`src/rtl/spartan6_dsp48a1_pkg.sv`:
```
// -----------------------------------------------------------------------------
// spartan6_dsp48a1_pkg
// Shared constants for the DSP48A1 slice model: OPMODE bit positions and the
// X / Z post-adder mux select encodings.
// -----------------------------------------------------------------------------
package spartan6_dsp48a1_pkg;

   // OPMODE bit positions (meaningful only after the OPMODE stage)
   localparam int OP_X_LO     = 0;  // OPMODE[1:0] : X mux select
   localparam int OP_Z_LO     = 2;  // OPMODE[3:2] : Z mux select
   localparam int OP_B1_PRE   = 4;  // 1 = pre-adder result into B1, 0 = B0 direct
   localparam int OP_CIN      = 5;  // carry-in source when CARRYINSEL = "OPMODE5"
   localparam int OP_PRE_SUB  = 6;  // 1 = pre-adder computes D - B0
   localparam int OP_POST_SUB = 7;  // 1 = post-adder computes Z - (X + CIN)

   typedef enum logic [1:0] {
      X_ZERO = 2'b00,
      X_M    = 2'b01,
      X_P    = 2'b10,
      X_DAB  = 2'b11   // {D[11:0], A1, B1}
   } x_sel_e;

   typedef enum logic [1:0] {
      Z_ZERO = 2'b00,
      Z_PCIN = 2'b01,
      Z_P    = 2'b10,
      Z_C    = 2'b11
   } z_sel_e;

endpackage

```
`src/rtl/spartan6_dsp48a1_if.sv`:
```
// -----------------------------------------------------------------------------
// spartan6_dsp48a1_if
// Bundles the data, control and result signals of one DSP48A1 slice.
//   master : drives operands / OPMODE / RST* / CE*, receives results
//   slave  : the slice itself
// Data in : A, B, D, BCIN (18b), C, PCIN (48b), CARRYIN, OPMODE (8b)
// Control : RSTx synchronous clears, CEx clock enables, per register group
// Data out: BCOUT (18b), M (36b), P / PCOUT (48b), CARRYOUT / CARRYOUTF
// There is no handshake: the slice consumes its inputs every enabled clock
// and results are valid a fixed number of clocks later.
// -----------------------------------------------------------------------------
interface spartan6_dsp48a1_if;
   logic [17:0] A, B, D, BCIN;
   logic [47:0] C, PCIN;
   logic        CARRYIN;
   logic [7:0]  OPMODE;
   logic        RSTA, RSTB, RSTC, RSTD, RSTM, RSTP, RSTCARRYIN, RSTOPMODE;
   logic        CEA, CEB, CEC, CED, CEM, CEP, CECARRYIN, CEOPMODE;
   logic [17:0] BCOUT;
   logic [35:0] M;
   logic [47:0] P, PCOUT;
   logic        CARRYOUT, CARRYOUTF;

   modport master (
      output A, B, D, BCIN, C, PCIN, CARRYIN, OPMODE,
      output RSTA, RSTB, RSTC, RSTD, RSTM, RSTP, RSTCARRYIN, RSTOPMODE,
      output CEA, CEB, CEC, CED, CEM, CEP, CECARRYIN, CEOPMODE,
      input  BCOUT, M, P, PCOUT, CARRYOUT, CARRYOUTF
   );

   modport slave (
      input  A, B, D, BCIN, C, PCIN, CARRYIN, OPMODE,
      input  RSTA, RSTB, RSTC, RSTD, RSTM, RSTP, RSTCARRYIN, RSTOPMODE,
      input  CEA, CEB, CEC, CED, CEM, CEP, CECARRYIN, CEOPMODE,
      output BCOUT, M, P, PCOUT, CARRYOUT, CARRYOUTF
   );
endinterface

```
`src/rtl/spartan6_dsp48a1_dsp_pipe_reg.sv`:
```
// -----------------------------------------------------------------------------
// dsp_pipe_reg
// One optional pipeline stage of the slice.
//   EN = 1 : register; rst_n clears asynchronously, i_rst clears synchronously
//            (wins over i_ce), i_ce loads i_d, otherwise hold.
//   EN = 0 : plain wire from i_d to o_q.
// Ports: clk, rst_n, i_rst, i_ce, i_d[WIDTH], o_q[WIDTH]
// -----------------------------------------------------------------------------
module dsp_pipe_reg #(
   parameter int WIDTH = 18,
   parameter int EN    = 1
) (
   input  logic             clk,
   input  logic             rst_n,
   input  logic             i_rst,
   input  logic             i_ce,
   input  logic [WIDTH-1:0] i_d,
   output logic [WIDTH-1:0] o_q
);
   generate
      if (EN != 0) begin : g_reg
         logic [WIDTH-1:0] r_q;
         always_ff @(posedge clk or negedge rst_n) begin
            if (!rst_n)     r_q <= '0;
            else if (i_rst) r_q <= '0;
            else if (i_ce)  r_q <= i_d;
         end
         assign o_q = r_q;
      end else begin : g_wire
         // Clock/control pins are intentionally dead in bypass mode.
         logic w_unused;
         assign w_unused = ^{clk, rst_n, i_rst, i_ce};
         assign o_q      = i_d;
      end
   endgenerate
endmodule

```
`src/rtl/spartan6_dsp48a1.sv`:
```
// -----------------------------------------------------------------------------
// spartan6_dsp48a1
// Behavioural DSP48A1 slice: 18-bit pre-adder/subtracter, unsigned 18x18
// multiplier and 48-bit post-adder/subtracter with carry, each path with an
// optional pipeline stage selected by parameter.
// Ports: clk, rst_n (async active-low), io_bus (spartan6_dsp48a1_if.slave)
// Default latency operands -> P is 4 clocks (D, B1, M, P stages).
// -----------------------------------------------------------------------------
module spartan6_dsp48a1
   import spartan6_dsp48a1_pkg::*;
#(
   parameter int    A0REG       = 0,
   parameter int    A1REG       = 1,
   parameter int    B0REG       = 0,
   parameter int    B1REG       = 1,
   parameter int    CREG        = 1,
   parameter int    DREG        = 1,
   parameter int    MREG        = 1,
   parameter int    PREG        = 1,
   parameter int    CARRYINREG  = 1,
   parameter int    CARRYOUTREG = 1,
   parameter int    OPMODEREG   = 1,
   parameter string CARRYINSEL  = "OPMODE5",
   parameter string B_INPUT     = "DIRECT"
) (
   input logic                 clk,
   input logic                 rst_n,
   spartan6_dsp48a1_if.slave   io_bus
);
   localparam bit USE_CIN_PORT = (CARRYINSEL == "CARRYIN");
   localparam bit USE_BCIN     = (B_INPUT == "CASCADE");

   logic [7:0]  w_op;
   logic [17:0] w_a0, w_a1, w_b_src, w_b0, w_b1, w_b1_in, w_d, w_pre;
   logic [35:0] w_prod, w_m;
   logic [47:0] w_c, w_x, w_z, w_p;
   logic        w_cin_src, w_cin, w_co;
   logic [48:0] w_sum;

   dsp_pipe_reg #(.WIDTH(8),  .EN(OPMODEREG)) u_op (.clk, .rst_n,
      .i_rst(io_bus.RSTOPMODE), .i_ce(io_bus.CEOPMODE), .i_d(io_bus.OPMODE), .o_q(w_op));

   dsp_pipe_reg #(.WIDTH(18), .EN(A0REG)) u_a0 (.clk, .rst_n,
      .i_rst(io_bus.RSTA), .i_ce(io_bus.CEA), .i_d(io_bus.A), .o_q(w_a0));
   dsp_pipe_reg #(.WIDTH(18), .EN(A1REG)) u_a1 (.clk, .rst_n,
      .i_rst(io_bus.RSTA), .i_ce(io_bus.CEA), .i_d(w_a0), .o_q(w_a1));

   assign w_b_src = USE_BCIN ? io_bus.BCIN : io_bus.B;

   dsp_pipe_reg #(.WIDTH(18), .EN(B0REG)) u_b0 (.clk, .rst_n,
      .i_rst(io_bus.RSTB), .i_ce(io_bus.CEB), .i_d(w_b_src), .o_q(w_b0));
   dsp_pipe_reg #(.WIDTH(18), .EN(DREG)) u_d (.clk, .rst_n,
      .i_rst(io_bus.RSTD), .i_ce(io_bus.CED), .i_d(io_bus.D), .o_q(w_d));

   // Pre-adder wraps modulo 2^18.
   assign w_pre   = w_op[OP_PRE_SUB] ? (w_d - w_b0) : (w_d + w_b0);
   assign w_b1_in = w_op[OP_B1_PRE]  ? w_pre : w_b0;

   dsp_pipe_reg #(.WIDTH(18), .EN(B1REG)) u_b1 (.clk, .rst_n,
      .i_rst(io_bus.RSTB), .i_ce(io_bus.CEB), .i_d(w_b1_in), .o_q(w_b1));

   assign w_prod = 36'(w_a1) * 36'(w_b1);

   dsp_pipe_reg #(.WIDTH(36), .EN(MREG)) u_m (.clk, .rst_n,
      .i_rst(io_bus.RSTM), .i_ce(io_bus.CEM), .i_d(w_prod), .o_q(w_m));
   dsp_pipe_reg #(.WIDTH(48), .EN(CREG)) u_c (.clk, .rst_n,
      .i_rst(io_bus.RSTC), .i_ce(io_bus.CEC), .i_d(io_bus.C), .o_q(w_c));

   always_comb begin
      w_x = '0;
      case (x_sel_e'(w_op[OP_X_LO +: 2]))
         X_ZERO:  w_x = '0;
         X_M:     w_x = {12'd0, w_m};
         X_P:     w_x = w_p;
         X_DAB:   w_x = {w_d[11:0], w_a1, w_b1};
         default: w_x = '0;
      endcase
   end

   always_comb begin
      w_z = '0;
      case (z_sel_e'(w_op[OP_Z_LO +: 2]))
         Z_ZERO:  w_z = '0;
         Z_PCIN:  w_z = io_bus.PCIN;
         Z_P:     w_z = w_p;
         Z_C:     w_z = w_c;
         default: w_z = '0;
      endcase
   end

   assign w_cin_src = USE_CIN_PORT ? io_bus.CARRYIN : w_op[OP_CIN];

   dsp_pipe_reg #(.WIDTH(1), .EN(CARRYINREG)) u_cin (.clk, .rst_n,
      .i_rst(io_bus.RSTCARRYIN), .i_ce(io_bus.CECARRYIN), .i_d(w_cin_src), .o_q(w_cin));

   // 49-bit post-adder: bit 48 is the carry on add and the borrow on subtract.
   always_comb begin
      if (w_op[OP_POST_SUB])
         w_sum = {1'b0, w_z} - ({1'b0, w_x} + 49'(w_cin));
      else
         w_sum = {1'b0, w_z} + {1'b0, w_x} + 49'(w_cin);
   end

   dsp_pipe_reg #(.WIDTH(48), .EN(PREG)) u_p (.clk, .rst_n,
      .i_rst(io_bus.RSTP), .i_ce(io_bus.CEP), .i_d(w_sum[47:0]), .o_q(w_p));
   dsp_pipe_reg #(.WIDTH(1), .EN(CARRYOUTREG)) u_co (.clk, .rst_n,
      .i_rst(io_bus.RSTCARRYIN), .i_ce(io_bus.CECARRYIN), .i_d(w_sum[48]), .o_q(w_co));

   assign io_bus.BCOUT     = w_b1;
   assign io_bus.M         = w_m;
   assign io_bus.P         = w_p;
   assign io_bus.PCOUT     = w_p;
   assign io_bus.CARRYOUT  = w_co;
   assign io_bus.CARRYOUTF = w_co;
endmodule

```
`src/flat_wrapper.sv`:
```
// flat-port wrapper written by rule: the top's interface ports become plain ports
module spartan6_dsp48a1_flat import spartan6_dsp48a1_pkg::*;
#(
   parameter int    A0REG       = 0,
   parameter int    A1REG       = 1,
   parameter int    B0REG       = 0,
   parameter int    B1REG       = 1,
   parameter int    CREG        = 1,
   parameter int    DREG        = 1,
   parameter int    MREG        = 1,
   parameter int    PREG        = 1,
   parameter int    CARRYINREG  = 1,
   parameter int    CARRYOUTREG = 1,
   parameter int    OPMODEREG   = 1,
   parameter string CARRYINSEL  = "       ",
   parameter string B_INPUT     = "      "
)
  (clk, rst_n, io_bus_A, io_bus_B, io_bus_D, io_bus_BCIN, io_bus_C, io_bus_PCIN, io_bus_CARRYIN, io_bus_OPMODE, io_bus_RSTA, io_bus_RSTB, io_bus_RSTC, io_bus_RSTD, io_bus_RSTM, io_bus_RSTP, io_bus_RSTCARRYIN, io_bus_RSTOPMODE, io_bus_CEA, io_bus_CEB, io_bus_CEC, io_bus_CED, io_bus_CEM, io_bus_CEP, io_bus_CECARRYIN, io_bus_CEOPMODE, io_bus_BCOUT, io_bus_M, io_bus_P, io_bus_PCOUT, io_bus_CARRYOUT, io_bus_CARRYOUTF);
  spartan6_dsp48a1_if io_bus_i ();
  input logic clk;
  input logic rst_n;
  input wire logic [$bits(io_bus_i.A)-1:0] io_bus_A;
  input wire logic [$bits(io_bus_i.B)-1:0] io_bus_B;
  input wire logic [$bits(io_bus_i.D)-1:0] io_bus_D;
  input wire logic [$bits(io_bus_i.BCIN)-1:0] io_bus_BCIN;
  input wire logic [$bits(io_bus_i.C)-1:0] io_bus_C;
  input wire logic [$bits(io_bus_i.PCIN)-1:0] io_bus_PCIN;
  input wire logic [$bits(io_bus_i.CARRYIN)-1:0] io_bus_CARRYIN;
  input wire logic [$bits(io_bus_i.OPMODE)-1:0] io_bus_OPMODE;
  input wire logic [$bits(io_bus_i.RSTA)-1:0] io_bus_RSTA;
  input wire logic [$bits(io_bus_i.RSTB)-1:0] io_bus_RSTB;
  input wire logic [$bits(io_bus_i.RSTC)-1:0] io_bus_RSTC;
  input wire logic [$bits(io_bus_i.RSTD)-1:0] io_bus_RSTD;
  input wire logic [$bits(io_bus_i.RSTM)-1:0] io_bus_RSTM;
  input wire logic [$bits(io_bus_i.RSTP)-1:0] io_bus_RSTP;
  input wire logic [$bits(io_bus_i.RSTCARRYIN)-1:0] io_bus_RSTCARRYIN;
  input wire logic [$bits(io_bus_i.RSTOPMODE)-1:0] io_bus_RSTOPMODE;
  input wire logic [$bits(io_bus_i.CEA)-1:0] io_bus_CEA;
  input wire logic [$bits(io_bus_i.CEB)-1:0] io_bus_CEB;
  input wire logic [$bits(io_bus_i.CEC)-1:0] io_bus_CEC;
  input wire logic [$bits(io_bus_i.CED)-1:0] io_bus_CED;
  input wire logic [$bits(io_bus_i.CEM)-1:0] io_bus_CEM;
  input wire logic [$bits(io_bus_i.CEP)-1:0] io_bus_CEP;
  input wire logic [$bits(io_bus_i.CECARRYIN)-1:0] io_bus_CECARRYIN;
  input wire logic [$bits(io_bus_i.CEOPMODE)-1:0] io_bus_CEOPMODE;
  output wire logic [$bits(io_bus_i.BCOUT)-1:0] io_bus_BCOUT;
  output wire logic [$bits(io_bus_i.M)-1:0] io_bus_M;
  output wire logic [$bits(io_bus_i.P)-1:0] io_bus_P;
  output wire logic [$bits(io_bus_i.PCOUT)-1:0] io_bus_PCOUT;
  output wire logic [$bits(io_bus_i.CARRYOUT)-1:0] io_bus_CARRYOUT;
  output wire logic [$bits(io_bus_i.CARRYOUTF)-1:0] io_bus_CARRYOUTF;
  assign io_bus_i.A = io_bus_A;
  assign io_bus_i.B = io_bus_B;
  assign io_bus_i.D = io_bus_D;
  assign io_bus_i.BCIN = io_bus_BCIN;
  assign io_bus_i.C = io_bus_C;
  assign io_bus_i.PCIN = io_bus_PCIN;
  assign io_bus_i.CARRYIN = io_bus_CARRYIN;
  assign io_bus_i.OPMODE = io_bus_OPMODE;
  assign io_bus_i.RSTA = io_bus_RSTA;
  assign io_bus_i.RSTB = io_bus_RSTB;
  assign io_bus_i.RSTC = io_bus_RSTC;
  assign io_bus_i.RSTD = io_bus_RSTD;
  assign io_bus_i.RSTM = io_bus_RSTM;
  assign io_bus_i.RSTP = io_bus_RSTP;
  assign io_bus_i.RSTCARRYIN = io_bus_RSTCARRYIN;
  assign io_bus_i.RSTOPMODE = io_bus_RSTOPMODE;
  assign io_bus_i.CEA = io_bus_CEA;
  assign io_bus_i.CEB = io_bus_CEB;
  assign io_bus_i.CEC = io_bus_CEC;
  assign io_bus_i.CED = io_bus_CED;
  assign io_bus_i.CEM = io_bus_CEM;
  assign io_bus_i.CEP = io_bus_CEP;
  assign io_bus_i.CECARRYIN = io_bus_CECARRYIN;
  assign io_bus_i.CEOPMODE = io_bus_CEOPMODE;
  assign io_bus_BCOUT = io_bus_i.BCOUT;
  assign io_bus_M = io_bus_i.M;
  assign io_bus_P = io_bus_i.P;
  assign io_bus_PCOUT = io_bus_i.PCOUT;
  assign io_bus_CARRYOUT = io_bus_i.CARRYOUT;
  assign io_bus_CARRYOUTF = io_bus_i.CARRYOUTF;
  spartan6_dsp48a1 #(.A0REG(A0REG), .A1REG(A1REG), .B0REG(B0REG), .B1REG(B1REG), .CREG(CREG), .DREG(DREG), .MREG(MREG), .PREG(PREG), .CARRYINREG(CARRYINREG), .CARRYOUTREG(CARRYOUTREG), .OPMODEREG(OPMODEREG), .CARRYINSEL(CARRYINSEL), .B_INPUT(B_INPUT)) u_core (.clk(clk), .rst_n(rst_n), .io_bus(io_bus_i));
endmodule
```
`config.mk`:
```
export PLATFORM = sky130hd
export DESIGN_NAME = spartan6_dsp48a1_flat
export DESIGN_NICKNAME = d
export VERILOG_FILES = /design/src/rtl/spartan6_dsp48a1_pkg.sv /design/src/rtl/spartan6_dsp48a1_if.sv /design/src/rtl/spartan6_dsp48a1_dsp_pipe_reg.sv /design/src/rtl/spartan6_dsp48a1.sv /design/src/flat_wrapper.sv
export SDC_FILE = /design/constraint.sdc
export NUM_CORES = 1
export LEC_CHECK = 0
export BUFFER_PORTS_ARGS = -buffer_cell sky130_fd_sc_hd__buf_2
export CORE_MARGIN = 8
export CORE_UTILIZATION = 61
export DETAILED_ROUTE_END_ITERATION = 10
export GPL_ROUTABILITY_DRIVEN = 1
export GPL_TIMING_DRIVEN = 0
export PLACE_DENSITY_LB_ADDON = 0.05
export SYNTH_ARGS = -nofsm -noshare
export SYNTH_HDL_FRONTEND = slang
export SYNTH_HIERARCHICAL = 1
export SYNTH_SLANG_ARGS = --single-unit
```
`constraint.sdc`:
```
create_clock -name clk -period 7.8 [get_ports clk]
set_input_delay 0 -clock clk [delete_from_list [all_inputs] [get_ports clk]]
set_output_delay 0 -clock clk [all_outputs]
set_load 0.05 [all_outputs]
```
==> flow_metrics.py, run 1 <==
metrics = {
    "critical_path": {
        "slowest_delay_ns": 0.76,
        "reg2reg_setup_slack_ns": 0.27,
        "timing.critical_path.cells": "clkbuf_1 > and2_1 > fa_1 > inv_1 > fa_1 > fa_1 > inv_1 > fa_1 > fa_1 > inv_1 > fa_1 > inv_1 > ha_1 > a21boi_0 > a41o_1 > a211o_1 > nand3_1 > a31oi_1 > o31ai_2 > o31ai_1 > o221ai_1 > xnor2_1 > mux2i_1 > nor2_1",
        "critical_path_peak_fanout": 12,
        "worstPathRequired_ns": 8.18,
        "end_of_the_worst_register_to_register_path": "u_core/u_m/o_q[35]",
        "critical-path-top-cell-by-count": "sky130_fd_sc_hd__fa_1",
        "timing.rr.start": "u_core/u_b1/o_q[6]",
        "worst_setup_path_end_kind": "flip-flop",
        "crit_type": "flip-flop to flip-flop",
        "timing.reg2reg.worst_path_depth": 24,
        "cpMaxStageDelayCell": "sky130_fd_sc_hd__dfrtp_1",
        "cp.arrival_ns": 7.91,
        "worst_setup_path_start_kind": "flip-flop",
    },
    "floorplan": {
        "row_count": 80,
        "fp.coreArea_mm2": 0.0473,
        "die_width_um": 234,
        "design.die.area_mm2": 0.0549,
        "number_of_ports_placed_on_the_die_boundary": 347,
        "floorplan.initialDensity_pct": 61.4,
        "die_height_um": 234,
    },
    "run": {
        "max_cap_violations": 0,
    },
    "layout": {
        "final_nets": 4553,
        "post_route_cells_drive_above_1_share_pct": 15.0,
        "areaGrowthSynthToFinish_pct": 17.5,
        "layout.cells.non_filler": 4461,
    },
    "sta": {
        "maxSlewViolCount": 0,
        "max-slew-margin-rel_pct": 23.8,
        "hold_viol": 0,
        "finalCritPeriodShare_pct": 96.6,
        "worst_pin_slew_ns": 1.14,
        "final_hold_slack_ns": 0.0271,
        "fmax_ghz": 0.133,
        "min_period_ns": 7.53,
        "worst_clock_skew_ns": 0.0216,
        "finalSetupViolCount": 0,
        "setup_slack_ns": 0.266,
        "grt_setup_unrepaired": "no",
    },
    "placement": {
        "globalplace.congestion": 0.981,
        "detailedPlace.worstSlack_ns": -0.341,
        "numPortBuffers": 277,
        "dp.cells": 4215,
        "dp_hpwl_um": 79200,
    },
    "routing": {
        "post_drt_wl_per_cell_um": 23.3,
        "num_vias": 26700,
        "remaining_drc_errors": 0,
        "drtPass1Iterations": 6,
        "wirelength_um": 104000,
        "antenna_left": 0,
        "post_drt_via_cell_ratio": 5.99,
        "drt_first_iter_violations": 2549,
    },
    "logic_synthesis": {
        "synth_sequential_area_ratio_pct": 16.9,
        "syn_area_per_cell_um2": 8.75,
        "synth_adder_area_share_pct": 29.5,
        "ys_warn_count": 6,
        "syn_inst": 3322,
        "synth-xor-area-share_pct": 4.19,
        "ys_types": 89,
        "synth_edf_count": 0,
        "synth_simple_gate_area_share_pct": 14.8,
        "synthesis.area_mm2": 0.0291,
        "synth-async-reset-ratio_pct": 100,
        "synthFlopType": "sky130_fd_sc_hd__dfrtp_1",
        "yosys-mux-area-fraction_pct": 11.4,
        "synth_top_family_by_area": "adder cells",
        "synth-compound-area-share_pct": 12.3,
        "postSynthRegisterBits": 196,
        "syn-num-nets": 4045,
    },
    "clocking": {
        "cts-root-buf": "sky130_fd_sc_hd__clkbuf_16",
        "cts_tree": "yes",
        "htreeDepth": 4,
        "buffers_from_clock_root_to_sink_at_most": 2,
        "cts_sinks": 196,
        "postCtsSetupRepairBufs": 0,
        "cts_buffers": 17,
        "worstSkewPairLatency_ns": 0.51,
        "clkTransAtPathRegs_ns": 0.09,
    },
    "grt": {
        "grt_overflow": 0,
        "grt_antenna_before_repair": 4,
        "number_of_global_route_vias_before_repair": 27900,
        "grt_first_pass_wirelength_um": 158000,
        "grt_util_all_layers_pct": 37.9,
        "pin_count_of_the_biggest_net_entering_global_routing": 117,
    },
    "power": {
        "power_w": 0.00464,
        "power_per_cell_area_mw_per_mm2": 136,
        "peak_supply_drop_mv": 0.168,
        "power.leakage_nw": 18.1,
    },
    "hold_path": {
        "timing.hold.worst.class": "input port to asynchronous set/reset pin",
    },
    "status": {
        "run_status": "finished, final reports clean",
    },
}
## flip-flops by register name, indices dropped and copies added, names as in the netlist
name,count
u_core/u_a1/o_q,18
u_core/u_b1/o_q,18
u_core/u_c/o_q,48
u_core/u_cin/o_q,1
u_core/u_co/o_q,1
u_core/u_d/o_q,18
u_core/u_m/o_q,36
u_core/u_op/o_q,8
u_core/u_p/o_q,48
## stage by stage
stage	instance area (um^2)	util, %	setup TNS (ns)
floorplan	29100	-	0
global placement	31200	65.9	-0.614
detailed placement	31200	66.0	-1.08
CTS	34100	72.1	0
global route	34100	72.1	0
finish	34100	72.1	0
## how the worst max path moves through the flow
stage                         from                 end  slack (ns)  depth (start not counted)
2_1_floorplan   u_core/u_b1/o_q[3]  u_core/u_m/o_q[33]        0.99                         25
3_3_place_gp   u_core/u_a1/o_q[10]  u_core/u_m/o_q[32]       -0.29                         24
3_5_place_dp   u_core/u_a1/o_q[10]  u_core/u_m/o_q[32]       -0.34                         24
4_1_cts         u_core/u_a1/o_q[7]  u_core/u_m/o_q[33]        0.11                         24
5_1_grt        u_core/u_a1/o_q[16]  u_core/u_m/o_q[35]        0.01                         23
6_report        u_core/u_b1/o_q[6]  u_core/u_m/o_q[35]        0.27                         24
## area by class of cell
class | instances | area, um^2
inverter | 436 | 1640
clock buffer | 17 | 425
tap | 615 | 769
buffer | 235 | 1500
clock inverter | 15 | 198
timing repair buffer | 506 | 3710
sequential | 196 | 4920
fill | 3626 | 13200
antenna | 3 | 7.51
multi-input combinational | 2438 | 21000
## cell usage after synthesis, drive strengths merged (8+ instances only)
master | count | area share [%]
a211oi | 21 | 0.60
a21o | 57 | 1.5
a21oi | 127 | 2.2
a22o | 64 | 1.9
a22oi | 18 | 0.47
a31oi | 16 | 0.34
and2 | 148 | 3.2
and3 | 17 | 0.37
buf | 134 | 3.8
clkbuf | 118 | 1.5
dfrtp | 196 | 17
fa | 261 | 18
ha | 267 | 11
inv | 436 | 5.6
mux2 | 98 | 3.8
mux2i | 221 | 7.6
nand2 | 291 | 3.8
nand2b | 21 | 0.45
nand3 | 32 | 0.55
nand4 | 14 | 0.30
nor2 | 315 | 4.1
nor2b | 32 | 0.69
nor3 | 19 | 0.33
nor4 | 10 | 0.22
o211ai | 9 | 0.23
o21a | 15 | 0.39
o21ai | 100 | 1.8
o21bai | 19 | 0.49
o31ai | 10 | 0.31
or2 | 8 | 0.17
or3 | 12 | 0.26
xnor2 | 94 | 2.8
xor2 | 45 | 1.4
## cell families (layout without fill, tap and decap cells)
group,Yosys count,count (layout)
compound gates,518,518
xor+xnor,139,139
fa+ha+maj,528,528
buf+inv,688,1209
flops,196,196
mux,319,319
other cells,0,3
simple gates,934,934
## cells in the final DEF (no fill, tap or decap), types with 12 or more instances in the layout
master                            n
sky130_fd_sc_hd__mux2_2          96
sky130_fd_sc_hd__a21oi_1        126
sky130_fd_sc_hd__buf_12          12
sky130_fd_sc_hd__dlygate4sd3_1  228
sky130_fd_sc_hd__a22oi_1         18
sky130_fd_sc_hd__fa_1           261
sky130_fd_sc_hd__inv_1          435
sky130_fd_sc_hd__o21a_1          15
sky130_fd_sc_hd__a22o_1          64
sky130_fd_sc_hd__a21o_1          55
sky130_fd_sc_hd__a211oi_1        19
sky130_fd_sc_hd__mux2i_1        221
sky130_fd_sc_hd__nand3_1         32
sky130_fd_sc_hd__dfrtp_1        185
sky130_fd_sc_hd__buf_1           16
sky130_fd_sc_hd__xnor2_1         94
sky130_fd_sc_hd__nand2_1        291
sky130_fd_sc_hd__o21ai_1         19
sky130_fd_sc_hd__buf_4           89
sky130_fd_sc_hd__clkbuf_16       17
sky130_fd_sc_hd__nor3_1          19
sky130_fd_sc_hd__clkbuf_2        12
sky130_fd_sc_hd__nor2b_1         32
sky130_fd_sc_hd__and2_1         148
sky130_fd_sc_hd__xor2_1          45
sky130_fd_sc_hd__clkbuf_1        88
sky130_fd_sc_hd__nand2b_1        21
sky130_fd_sc_hd__o21bai_1        19
sky130_fd_sc_hd__o21ai_0         78
sky130_fd_sc_hd__buf_2          286
sky130_fd_sc_hd__a31oi_1         16
sky130_fd_sc_hd__nand4_1         14
sky130_fd_sc_hd__and3_1          17
sky130_fd_sc_hd__nor2_1         315
sky130_fd_sc_hd__ha_1           267
## metal layers
layer,vias to the layer above,GRT usage [%],part of all wire (%)
met1,13000,45.2,37
met4,2,21.4,6.4
li1,11900,-,-
met5,-,0,0.013
met2,1430,63.3,48
met3,389,8.02,8.6
## worst max-delay path: cells and delay by family, from the launching register on
family / cells / cell delay [ns]
buffers and inverters: 5 / 0.75
DFF: 1 / 0.76
adders and majority gates: 7 / 3.22
xor gates and xnor gates: 1 / 0.18
muxes: 1 / 0.14
AOI/OAI and AO/OA: 7 / 1.92
and+or+nand+nor: 3 / 0.43
## repair_timing
action | 4_1_cts | 5_1_grt
hold buffers | 228 | 0
resized for setup | 6 | 24
endpoints found under the hold margin | 226 | 0
setup endpoints to repair | 6 | 5
## report_power, final
group / internal (W) / switching [W] / leakage, nW
sequential: 0.00109 / 0.000142 / 2.62
combinational: 0.000948 / 0.00148 / 15.1
clock: 0.000468 / 0.000515 / 0.297
total: 0.00250 / 0.00214 / 18.1
(Power assumes the default switching activity.)
==> run 2, diff against run 1 <==
Settings changed: CORE_UTILIZATION 61 to 66.
Clock period 7.8 ns to 9.6 ns, I/O delays scaled along.
==> run 2 against run 1 <==
Effect of this change: the flow now finishes with violations (capacitance limit); final cell count shrank 0.31%; total power shrank 18%; combinational power shrank 16%; sequential power shrank 20%; clock-buffer cell count grew 3; maximum frequency shrank 16%; via count grew 6.4%; sequential cell count is the same; sequential share of layout area is essentially flat; global-route usage grew 5.8 points; wire length grew 8.7%; critical path type unchanged; largest cell class unchanged.
==> flow_metrics.py, run 2 (same netlist as run 1, synthesis figures left out) <==
metrics = {
    "status": {
        "failed_checks": "capacitance limit",
        "run_status": "finished with violations",
    },
    "layout": {
        "post_route_cells_drive_above_1_share_pct": 14.4,
        "final_nets": 4563,
        "areaGrowthSynthToFinish_pct": 17.1,
        "final_cell_mix": "sky130_fd_sc_hd__inv_1 (435), sky130_fd_sc_hd__nor2_1 (315), sky130_fd_sc_hd__nand2_1 (291)",
        "layout.cells.most_common": "sky130_fd_sc_hd__inv_1",
    },
    "sta": {
        "maxSlewViolCount": 0,
        "grt_setup_unrepaired": "no",
        "min_period_ns": 8.95,
        "finalSetupViolCount": 0,
        "final_hold_slack_ns": 0.0173,
        "worst_clock_skew_ns": 0.0221,
        "timing.setup.tns_ns": 0,
        "worst_pin_slew_ns": 1.44,
        "finalCritPeriodShare_pct": 93.2,
        "fmax_ghz": 0.112,
        "hold_viol": 0,
        "setup_slack_ns": 0.650,
        "max-slew-margin-rel_pct": 1.50,
    },
    "clocking": {
        "clkTransAtPathRegs_ns": 0.10,
        "cts_tree": "yes",
        "cts_sinks": 196,
        "worstSkewPairLatency_ns": 0.52,
        "buffers_from_clock_root_to_sink_at_most": 2,
        "cts-root-buf": "sky130_fd_sc_hd__clkbuf_16",
        "post_cts_resized": 0,
        "cts_buffers": 17,
        "holdBufCountCts": 221,
        "htreeDepth": 4,
        "postCtsSetupRepairBufs": 0,
    },
    "power": {
        "power_w": 0.00381,
        "power_per_cell_area_mw_per_mm2": 112,
        "peak_supply_drop_mv": 0.155,
        "power.leakage_nw": 18.0,
    },
    "floorplan": {
        "die_height_um": 226,
        "floorplan.initialDensity_pct": 66.3,
        "number_of_ports_placed_on_the_die_boundary": 347,
        "fp.coreArea_mm2": 0.0438,
        "die_width_um": 226,
        "row_count": 77,
        "design.die.area_mm2": 0.0510,
    },
    "grt": {
        "number_of_global_route_vias_before_repair": 29900,
        "grt_util_all_layers_pct": 43.7,
        "grt_first_pass_wirelength_um": 170000,
        "grt_antenna_before_repair": 9,
        "pin_count_of_the_biggest_net_entering_global_routing": 117,
        "grt_overflow": 0,
    },
    "placement": {
        "dp_hpwl_um": 79100,
        "detailedPlace.worstSlack_ns": 1.47,
        "globalplace.congestion": 1.01,
        "numPortBuffers": 277,
    },
    "routing": {
        "antenna_left": 0,
        "drtPass1Iterations": 9,
        "remaining_drc_errors": 0,
        "num_vias": 28400,
        "post_drt_wl_per_cell_um": 25.4,
        "drt_first_iter_violations": 3170,
        "post_drt_via_cell_ratio": 6.40,
        "wirelength_um": 113000,
    },
    "critical_path": {
        "cpLargestDelayFamily": "adder cells",
        "critical-path-top-cell-by-count": "sky130_fd_sc_hd__fa_1",
        "worst_setup_path_start_kind": "flip-flop",
        "crit_type": "flip-flop to flip-flop",
        "worst_setup_path_end_kind": "flip-flop",
        "slowest_delay_ns": 0.63,
        "worstPathRequired_ns": 9.99,
        "cp.arrival_ns": 9.34,
        "critical_path_peak_fanout": 10,
        "cpMaxStageDelayCell": "sky130_fd_sc_hd__clkbuf_1",
        "cp_num_buf_inv": 6,
    },
    "hold_path": {
        "timing.hold.worst.class": "input port to asynchronous set/reset pin",
    },
    "run": {
        "max_cap_violations": 1,
    },
}
-- run 2: cell count changes in the layout (fill, tap and decap cells not counted), sizes merged --
cell         previous run  this run
clkbuf                118       138
clkinvlp                2         1
dlygate4sd3           228       221
inv                   445       442
diode                   3         2
clkinv                  3         4
-- run 2: worst paths after layout --
| check | from | end | slack [ns] | cells after the start |
|---|---|---|---|---|
| worst min-delay path | rst_n | u_core/u_d/o_q[13] | 0.02 | 2 |
| min in group clk | io_bus_CEA | u_core/u_a1/o_q[5] | 0.04 | 4 |
| worst max-delay path | u_core/u_a1/o_q[10] | u_core/u_m/o_q[33] | 0.65 | 26 |
| max in group asynchronous | rst_n | u_core/u_p/o_q[17] | 8.47 | 3 |
| worst max register to register | u_core/u_a1/o_q[10] | u_core/u_m/o_q[33] | 0.65 | 26 |
| worst min register to register | u_core/u_c/o_q[25] | u_core/u_c/o_q[25] | 0.53 | 2 |
-- run 2: layout make-up --
class                   instances  area [um^2]
fillers                      2864         9820
clock buffers                  20          447
inverters                     436         1640
flip-flops and latches        196         4900
plain buffers                 252         1540
multi-input cells            2438        21000
repair buffers                499         3640
diodes                          2         5.00
clock inverters                12          136
well taps                     592          741
-- run 2: per-stage QoR --
| step | instances | cell area (um^2) | utilization (%) |
|---|---|---|---|
| 2_1_floorplan | 3322 | 29100 | - |
| 5_1_grt | 4446 | 34000 | 77.6 |
| 6_report | 4447 | 34000 | 77.6 |
| 4_1_cts | 4445 | 34000 | 77.6 |
| 3_5_place_dp | 4192 | 31200 | 71.2 |
| 3_3_place_gp | 4191 | 31200 | 71.1 |
-- run 2: power breakdown --
part / internal, W / total, W / switching [W]
sequential: 0.000884 / 0.000980 / 0.0000965
clock: 0.000375 / 0.000786 / 0.000411
combinational: 0.000773 / 0.00204 / 0.00127
-- run 2: metal layers --
metal	up-vias	routed length, um	track usage [%]
met2	2195	51200	69.1
met1	13600	38700	49.4
li1	11900	-	-
met3	761	12600	12.8
met4	10	10300	34.4
met5	-	58	0
-- run 2: worst register-to-register path, stage by stage (launching register included) --
cell and delay, ns:
sky130_fd_sc_hd__dfrtp_1 0.44, sky130_fd_sc_hd__clkbuf_1 0.63, sky130_fd_sc_hd__clkbuf_1 0.56, sky130_fd_sc_hd__nand2_1 0.18, sky130_fd_sc_hd__fa_1 0.53, sky130_fd_sc_hd__fa_1 0.59
sky130_fd_sc_hd__fa_1 0.47, sky130_fd_sc_hd__fa_1 0.55, sky130_fd_sc_hd__inv_1 0.05, sky130_fd_sc_hd__fa_1 0.48, sky130_fd_sc_hd__inv_1 0.05, sky130_fd_sc_hd__fa_1 0.50
sky130_fd_sc_hd__inv_1 0.05, sky130_fd_sc_hd__ha_1 0.35, sky130_fd_sc_hd__a21oi_1 0.33, sky130_fd_sc_hd__a21boi_0 0.14, sky130_fd_sc_hd__a41o_1 0.24, sky130_fd_sc_hd__a211o_1 0.36
sky130_fd_sc_hd__nand3_1 0.13, sky130_fd_sc_hd__a31oi_1 0.12, sky130_fd_sc_hd__o31ai_1 0.54, sky130_fd_sc_hd__o31ai_1 0.24, sky130_fd_sc_hd__o41ai_1 0.39, sky130_fd_sc_hd__xnor2_1 0.12
sky130_fd_sc_hd__mux2i_1 0.14, sky130_fd_sc_hd__nor2_1 0.05, sky130_fd_sc_hd__dlygate4sd3_1 0.58
